`config.mk`:
```
export PLATFORM = sky130hd
export DESIGN_NAME = pipe_stage_skid
export DESIGN_NICKNAME = d
export VERILOG_FILES = /design/src/rtl/pipe_pkg.sv /design/src/rtl/pipe_slot.sv /design/src/rtl/pipe_stage_skid.sv
export SDC_FILE = /design/constraint.sdc
export NUM_CORES = 1
export LEC_CHECK = 0
export CORE_MARGIN = 2
export CORE_UTILIZATION = 40
export CTS_BUF_LIST = sky130_fd_sc_hd__clkbuf_8
export CTS_CLUSTER_SIZE = 16
export DETAILED_ROUTE_END_ITERATION = 16
export GPL_TIMING_DRIVEN = 1
export PLACE_DENSITY = 0.86
export SLEW_MARGIN = 5
export SYNTH_ARGS = -nofsm -noshare
export SYNTH_HDL_FRONTEND = slang
export SYNTH_HIERARCHICAL = 1
export SYNTH_SLANG_ARGS = --single-unit
```
`constraint.sdc`:
```
create_clock -name clk -period 3.5 [get_ports clk]
set_input_delay 0.35 -clock clk [delete_from_list [all_inputs] [get_ports clk]]
set_output_delay 0.35 -clock clk [all_outputs]
set_load 0.03 [all_outputs]
```
`src/rtl/pipe_pkg.sv`:
```
// Shared definitions for pipeline stage registers.
// Provides the stage state encoding, occupancy width, CPU default field
// widths and the named control-bit positions used by downstream stages.
package pipe_pkg;

  localparam int unsigned OCC_W      = 2;
  localparam int unsigned DEF_CTRL_W = 4;
  localparam int unsigned DEF_TAG_W  = 5;
  localparam int unsigned DEF_DATA_W = 64;

  // Control-bit positions inside the ctrl field
  localparam int unsigned CTRL_MEMREAD  = 0;
  localparam int unsigned CTRL_MEMWRITE = 1;
  localparam int unsigned CTRL_MEMTOREG = 2;
  localparam int unsigned CTRL_REGWRITE = 3;

  typedef enum logic [1:0] {
    EMPTY = 2'd0,
    BUSY  = 2'd1,
    FULL  = 2'd2
  } pipe_state_t;

  // Number of entries held in a given state
  function automatic logic [OCC_W-1:0] state_occ(input pipe_state_t s);
    logic [OCC_W-1:0] occ;
    occ = '0;
    case (s)
      EMPTY:   occ = OCC_W'(0);
      BUSY:    occ = OCC_W'(1);
      FULL:    occ = OCC_W'(2);
      default: occ = OCC_W'(0);
    endcase
    return occ;
  endfunction

endpackage

```
`src/rtl/pipe_slot.sv`:
```
// One enable-loaded entry register holding {ctrl, tag, data}.
// Ports: clk, rst (sync, active-high, clears to 0), load (capture next_*),
//        next_ctrl/next_tag/next_data (entry to capture),
//        ctrl/tag/data (held entry).
import pipe_pkg::*;

module pipe_slot #(
  parameter int unsigned CTRL_W = DEF_CTRL_W,
  parameter int unsigned TAG_W  = DEF_TAG_W,
  parameter int unsigned DATA_W = DEF_DATA_W
) (
  input  logic              clk,
  input  logic              rst,
  input  logic              load,
  input  logic [CTRL_W-1:0] next_ctrl,
  input  logic [TAG_W-1:0]  next_tag,
  input  logic [DATA_W-1:0] next_data,
  output logic [CTRL_W-1:0] ctrl,
  output logic [TAG_W-1:0]  tag,
  output logic [DATA_W-1:0] data
);

  // Entry storage; holds its value whenever load is low
  always_ff @(posedge clk) begin
    if (rst) begin
      ctrl <= '0;
      tag  <= '0;
      data <= '0;
    end else if (load) begin
      ctrl <= next_ctrl;
      tag  <= next_tag;
      data <= next_data;
    end
  end

endmodule

```
`src/rtl/pipe_stage_skid.sv`:
```
// Pipeline stage register with valid/ready flow control, flush and an
// optional second (skid) slot.
// Build option: PIPE_STAGE_SKID_EN
//   defined   - two slots (main + skid), in_ready comes straight from a flop
//   undefined - single slot, in_ready = !out_valid | out_ready
// Ports:
//   clk, rst                    clock, synchronous active-high reset
//   flush                       drop held entries and the incoming one
//   in_valid/in_ready           upstream handshake
//   in_ctrl/in_data/in_tag      incoming entry
//   out_valid/out_ready         downstream handshake
//   out_ctrl                    control bits, zero while out_valid=0
//   out_data/out_tag            held entry payload and destination register
//   occupancy                   entries held (0..2)
import pipe_pkg::*;

module pipe_stage_skid #(
  parameter int unsigned DATA_W = DEF_DATA_W,
  parameter int unsigned CTRL_W = DEF_CTRL_W,
  parameter int unsigned TAG_W  = DEF_TAG_W
) (
  input  logic              clk,
  input  logic              rst,
  input  logic              flush,
  input  logic              in_valid,
  output logic              in_ready,
  input  logic [CTRL_W-1:0] in_ctrl,
  input  logic [DATA_W-1:0] in_data,
  input  logic [TAG_W-1:0]  in_tag,
  output logic              out_valid,
  input  logic              out_ready,
  output logic [CTRL_W-1:0] out_ctrl,
  output logic [DATA_W-1:0] out_data,
  output logic [TAG_W-1:0]  out_tag,
  output logic [OCC_W-1:0]  occupancy
);

  pipe_state_t state, next_state;

  logic              xfer_in, xfer_out;
  logic              load_main;
  logic              out_valid_q;
  logic [OCC_W-1:0]  occupancy_q;
  logic [CTRL_W-1:0] main_ctrl, main_next_ctrl;
  logic [TAG_W-1:0]  main_tag, main_next_tag;
  logic [DATA_W-1:0] main_data, main_next_data;

`ifdef PIPE_STAGE_SKID_EN
  logic              load_skid;
  logic              main_from_skid;
  logic              in_ready_q;
  logic [CTRL_W-1:0] skid_ctrl;
  logic [TAG_W-1:0]  skid_tag;
  logic [DATA_W-1:0] skid_data;
`endif

  assign xfer_in  = in_valid & in_ready;
  assign xfer_out = out_valid & out_ready;

  // State register
  always_ff @(posedge clk) begin
    if (rst) begin
      state <= EMPTY;
    end else begin
      state <= next_state;
    end
  end

  // Next state and slot load controls; flush drops everything, including
  // an entry that is handshaking in the same cycle
  always_comb begin
    next_state = state;
    load_main  = 1'b0;
`ifdef PIPE_STAGE_SKID_EN
    load_skid      = 1'b0;
    main_from_skid = 1'b0;
`endif
    if (flush) begin
      next_state = EMPTY;
    end else begin
      case (state)
        EMPTY: begin
          if (xfer_in) begin
            next_state = BUSY;
            load_main  = 1'b1;
          end
        end
        BUSY: begin
          if (xfer_in && xfer_out) begin
            load_main = 1'b1;
          end else if (xfer_in) begin
`ifdef PIPE_STAGE_SKID_EN
            next_state = FULL;
            load_skid  = 1'b1;
`else
            // Unreachable: in BUSY in_ready follows out_ready
            next_state = BUSY;
`endif
          end else if (xfer_out) begin
            next_state = EMPTY;
          end
        end
        FULL: begin
`ifdef PIPE_STAGE_SKID_EN
          if (out_ready) begin
            next_state     = BUSY;
            load_main      = 1'b1;
            main_from_skid = 1'b1;
          end
`else
          next_state = EMPTY;
`endif
        end
        default: next_state = EMPTY;
      endcase
    end
  end

  // Status flags registered from the next state so they line up with it
  always_ff @(posedge clk) begin
    if (rst) begin
      out_valid_q <= 1'b0;
      occupancy_q <= '0;
    end else begin
      out_valid_q <= (next_state != EMPTY);
      occupancy_q <= state_occ(next_state);
    end
  end

`ifdef PIPE_STAGE_SKID_EN
  // in_ready depends only on held state, never on out_ready
  always_ff @(posedge clk) begin
    if (rst) begin
      in_ready_q <= 1'b1;
    end else begin
      in_ready_q <= (next_state != FULL);
    end
  end

  assign in_ready       = in_ready_q;
  assign main_next_ctrl = main_from_skid ? skid_ctrl : in_ctrl;
  assign main_next_tag  = main_from_skid ? skid_tag  : in_tag;
  assign main_next_data = main_from_skid ? skid_data : in_data;

  pipe_slot #(
    .CTRL_W (CTRL_W),
    .TAG_W  (TAG_W),
    .DATA_W (DATA_W)
  ) u_skid (
    .clk       (clk),
    .rst       (rst),
    .load      (load_skid),
    .next_ctrl (in_ctrl),
    .next_tag  (in_tag),
    .next_data (in_data),
    .ctrl      (skid_ctrl),
    .tag       (skid_tag),
    .data      (skid_data)
  );
`else
  assign in_ready       = ~out_valid | out_ready;
  assign main_next_ctrl = in_ctrl;
  assign main_next_tag  = in_tag;
  assign main_next_data = in_data;
`endif

  pipe_slot #(
    .CTRL_W (CTRL_W),
    .TAG_W  (TAG_W),
    .DATA_W (DATA_W)
  ) u_main (
    .clk       (clk),
    .rst       (rst),
    .load      (load_main),
    .next_ctrl (main_next_ctrl),
    .next_tag  (main_next_tag),
    .next_data (main_next_data),
    .ctrl      (main_ctrl),
    .tag       (main_tag),
    .data      (main_data)
  );

  assign out_valid = out_valid_q;
  assign occupancy = occupancy_q;
  // Invalid slots never present asserted control bits downstream
  assign out_ctrl  = main_ctrl & {CTRL_W{out_valid_q}};
  assign out_data  = main_data;
  assign out_tag   = main_tag;

endmodule

```
# After elaboration in Yosys (flattened, before gate mapping)
# Cells that the tools add are included.
# Widths: inputs -> output; s select.
# classes
n_mux	11
reduce_logical	3
bitwise	5
n_eq_ne	3
# op_table
op	n
$mux 2	5
$pmux 2 s2	2
$and 4x4->4	1
$eq 2x1->1 const B	2
$mux 1	3
$and 1x1->1	2
$eq 2x2->1 const B	1
$logic_not 2->1	1
$pmux 1 s2	1
$reduce_bool 2->1	1
$logic_and 1x1->1	1
$not 1->1	1
$or 1x1->1	1
# word_totals
out_inout_bits	77
input_bits	78
regBits	78

# Logic depth before layout (Yosys ltp)
# depth
word_depth	9
mapped_depth	6
ltp_nobuf	4

# Cells and area by module
# Netlist, hierarchy kept.
# by_module_without_submodules
module	area_each_um2	n_inst	seq_area_each_um2	cells_each
pipe_slot	2657.5	1	1461.4	235
pipe_stage_skid	197.7	1	100.1	19

# Worst setup path after synthesis
# OpenSTA, ideal clock, no wires.
# synth_timing
path_kind	reg-to-reg
from	reg out_valid_q, in the netlist out_valid
to	reg u_main.data[0]
arrival_ps	1630
path_stages_with_launch	7
path_buffers	2
path_slack_ps	1742
cell_sequence	dfxtp_1 nand2b_1 o2111a_1 buf_12 buf_12 mux2i_1 nor2_1
# synth_via
elab_chain_cells	7
elab_cells_between_ends	9
# synth_lines
item	line_no	source
start, declared	pipe_stage_skid.sv:42	logic out_valid_q;
start signal, assigned	pipe_stage_skid.sv:125	out_valid_q <= (next_state != EMPTY);
$not 1->1 (*)	pipe_stage_skid.sv:161	assign in_ready = ~out_valid | out_ready;
$or 1x1->1 (*)	pipe_stage_skid.sv:161	
via in_ready	pipe_stage_skid.sv:26	output logic in_ready,
$and 1x1->1 (*)	pipe_stage_skid.sv:57	assign xfer_in = in_valid & in_ready;
$logic_and 1x1->1	pipe_stage_skid.sv:89	if (xfer_in && xfer_out) begin
$mux 1	pipe_stage_skid.sv:89	
$pmux 1 s2 (*)	pipe_stage_skid.sv:81	case (state)
$mux 1 (*)	pipe_stage_skid.sv:78	if (flush) begin
via load_main	pipe_stage_skid.sv:41	logic load_main;
end signal, assigned	pipe_slot.sv:32	data <= next_data;
end, declared	pipe_slot.sv:20	output logic [DATA_W-1:0] data
# The timed path passes the listed nets; every way through them passes the cells marked *.
# A chain may end at the register's enable or synchronous reset.

# Worst setup path in the final report
# layout_timing
from	reg out_valid_q, in the netlist out_valid
to	out out_ctrl[2]
# layout_via
elab_chain_cells	1
# layout_lines
item	line_no	source
$and 4x4->4	pipe_stage_skid.sv:186	assign out_ctrl = main_ctrl & {CTRL_W{out_valid_q}};
end, declared	pipe_stage_skid.sv:32	output logic [CTRL_W-1:0] out_ctrl,
# Every way passes these cells.

==> flow_summary.toml <==
[timing]
setup_viol = 0
clock.fmax_mhz = 487
tns_ps = 0
maxSlewHeadroom = 0.429
period_minus_slack_ps = 2050
drv_slew = 0
fin_skew_ps = 5.50
hold-worst-slack_ps = 481
worst_pin_slew_ps = 856
hold_viol = 0
period_share = 0.586
rsz0062_at_grt = "no"
worst_slack_ps = 1450

[worst_setup_path]
crit_required_ps = 3150
cp_max_fo = 10
crit_path_start_kind = "flop"
worstSetupPathType = "flop to primary output"
cp-end-kind = "primary output"
crit_arrival_ps = 1700

[run_status]
status = "finished, final reports clean"

[cts]
cts_tree = "done"
clk_path_buf_depth = 2
cts_sinks = 78
root_buffer = "clkbuf_8"
path_clk_slew_ps = 70
clock_latency_ps = 330
cts_hold_buffers = 0
numCtsBuffers = 9
cts_resized = 0
cts_setup_buffers = 0
htreeDepth = 3

[synthesis]
syn_area_sq_um = 2860
ys_top_cells_by_area = "dfxtp_1 (55%), mux2i_1 (26%), nor2_1 (9.7%)"
synth_top_cells_by_count = "dfxtp_1 (78), mux2i_1 (74), nor2_1 (74), buf_12 (8), buf_1 (7)"
yosysMostFrequentCell = "dfxtp_1"
syn_area_per_cell_sq_um = 11.2
ys_async_sr_fraction = 0
ys.flop_type = "dfxtp_1"
synth_edf_count = 0
synth_top_area_cell = "dfxtp_1"
synth_warnings = 6
ys_ff_latch = 78
ys_types = 13
syn_inst = 254
yosysTopAreaCellShare = 0.547
synth-seq-area-share = 0.547

[floorplanning]
fp.dieH_um = 88.5
fp.dieW_um = 88.5
die_area_sq_um = 7830
rows = 30
num_io_pins = 155
core_area_sq_um = 6870
start_util = 0.416

[place]
gp_congestion = 0.707
numPortBuffers = 154
dp_hpwl_um = 5030
placedCellCount = 492
pre_cts_ws_ps = 1140
placed_area_sq_um = 4370

[cells_and_area]
area_delta_synth_final_pct = 60.5
layout-drive-gt1-share = 0.0461
utilization = 0.667
fin_nets = 485
antenna_cells_inserted = 0
final_cells = 508
fill_cells = 535
final_area_sq_um = 4580

[routing]
wl_um = 6750
wl_per_cell_um = 13.3
vias = 2291
viasPerCell = 4.51
drc = 0
ant_nets = 0
first_pass_iters = 3
drtIter0Drc = 46

[run]
drv_cap = 0

[global_route]
grt_pass1_wl_um = 10200
grt_start_max_net_pins = 49
grt_pass1_vias = 2290
antenna_found_initial = 0
overflow = 0
grt_use_total = 0.170

[power_and_ir_drop]
leakagePower_nw = 1.67
ir_worst_vdd_mv = 0.364
power_mw = 1.94
power_density_nw_per_um2 = 422

[min_path]
min_path_type = "flop to flop"
metal layers:
layer	GRT usage	vias to the layer above	part of all wire	wire length, um
met3	0.0690	5	0.099	671
met4	0.0661	0	0.0084	57
met2	0.290	88	0.49	3310
li1	-	1143	-	-
met1	0.188	1055	0.40	2720
met5	0	-	0	0
area by class of cell:
type                       instances  area (sq um)  share of cell area
clock buffer                      10           138              0.0300
clock inverter                     6          77.6              0.0169
multi-input combinational        160          1110               0.242
timing repair buffer             157          1570               0.343
inverter                           1          3.75            0.000819
tap                               96           120              0.0262
sequential                        78          1560               0.341
registers in the layout (all words and copies together) (netlist names):
register / flops
u_main/tag: 5
state: 2
u_main/ctrl: 4
u_main/data: 64
occupancy: 2
out_valid: 1
kinds of logic (layout without fill, tap and decap cells):
logic type / Yosys count / count (layout) / synth area share
buffers and inverters: 17 / 174 / 0.0684
flip-flops: 78 / 78 / 0.547
other: 1 / 2 / 0.00131
AND/OR/NAND/NOR: 79 / 79 / 0.108
multiplexers: 74 / 74 / 0.259
AO/OA/AOI/OAI: 5 / 5 / 0.0158
layout by cell type, fill, tap and decap left out, drive strengths merged:
master         count
clkdlybuf4s50    153
dfxtp             78
nor2              74
mux2i             74
clkbuf            10
and2               4
buf                4
inv                3
a2111oi            3
bufinv             2
clkinv             2
conb               2
nand2b             1
o2111a             1
o21bai             1
worst max-delay path, stage by stage, from the launching register on:
cell and delay, ps:
dfxtp_1 510, and2_1 180, clkdlybuf4s50_1 680
where the power goes:
group	total, mW	switching, mW	internal [mW]	leakage [nW]
Sequential	0.934	0.0157	0.918	0.634
Clock	0.713	0.299	0.414	0.119
Combinational	0.290	0.131	0.159	0.921
Total	1.94	0.446	1.49	1.67
final timing paths:
check        slack (ps)  cells after the start               to       from
min                 480                      1     occupancy[0]   state[1]
min reg2reg         480                      1     occupancy[0]   state[1]
max                1450                      2      out_ctrl[2]  out_valid
max reg2reg        1610                      5  u_main/data[23]  out_valid
Power figures use the tool's default switching activity.
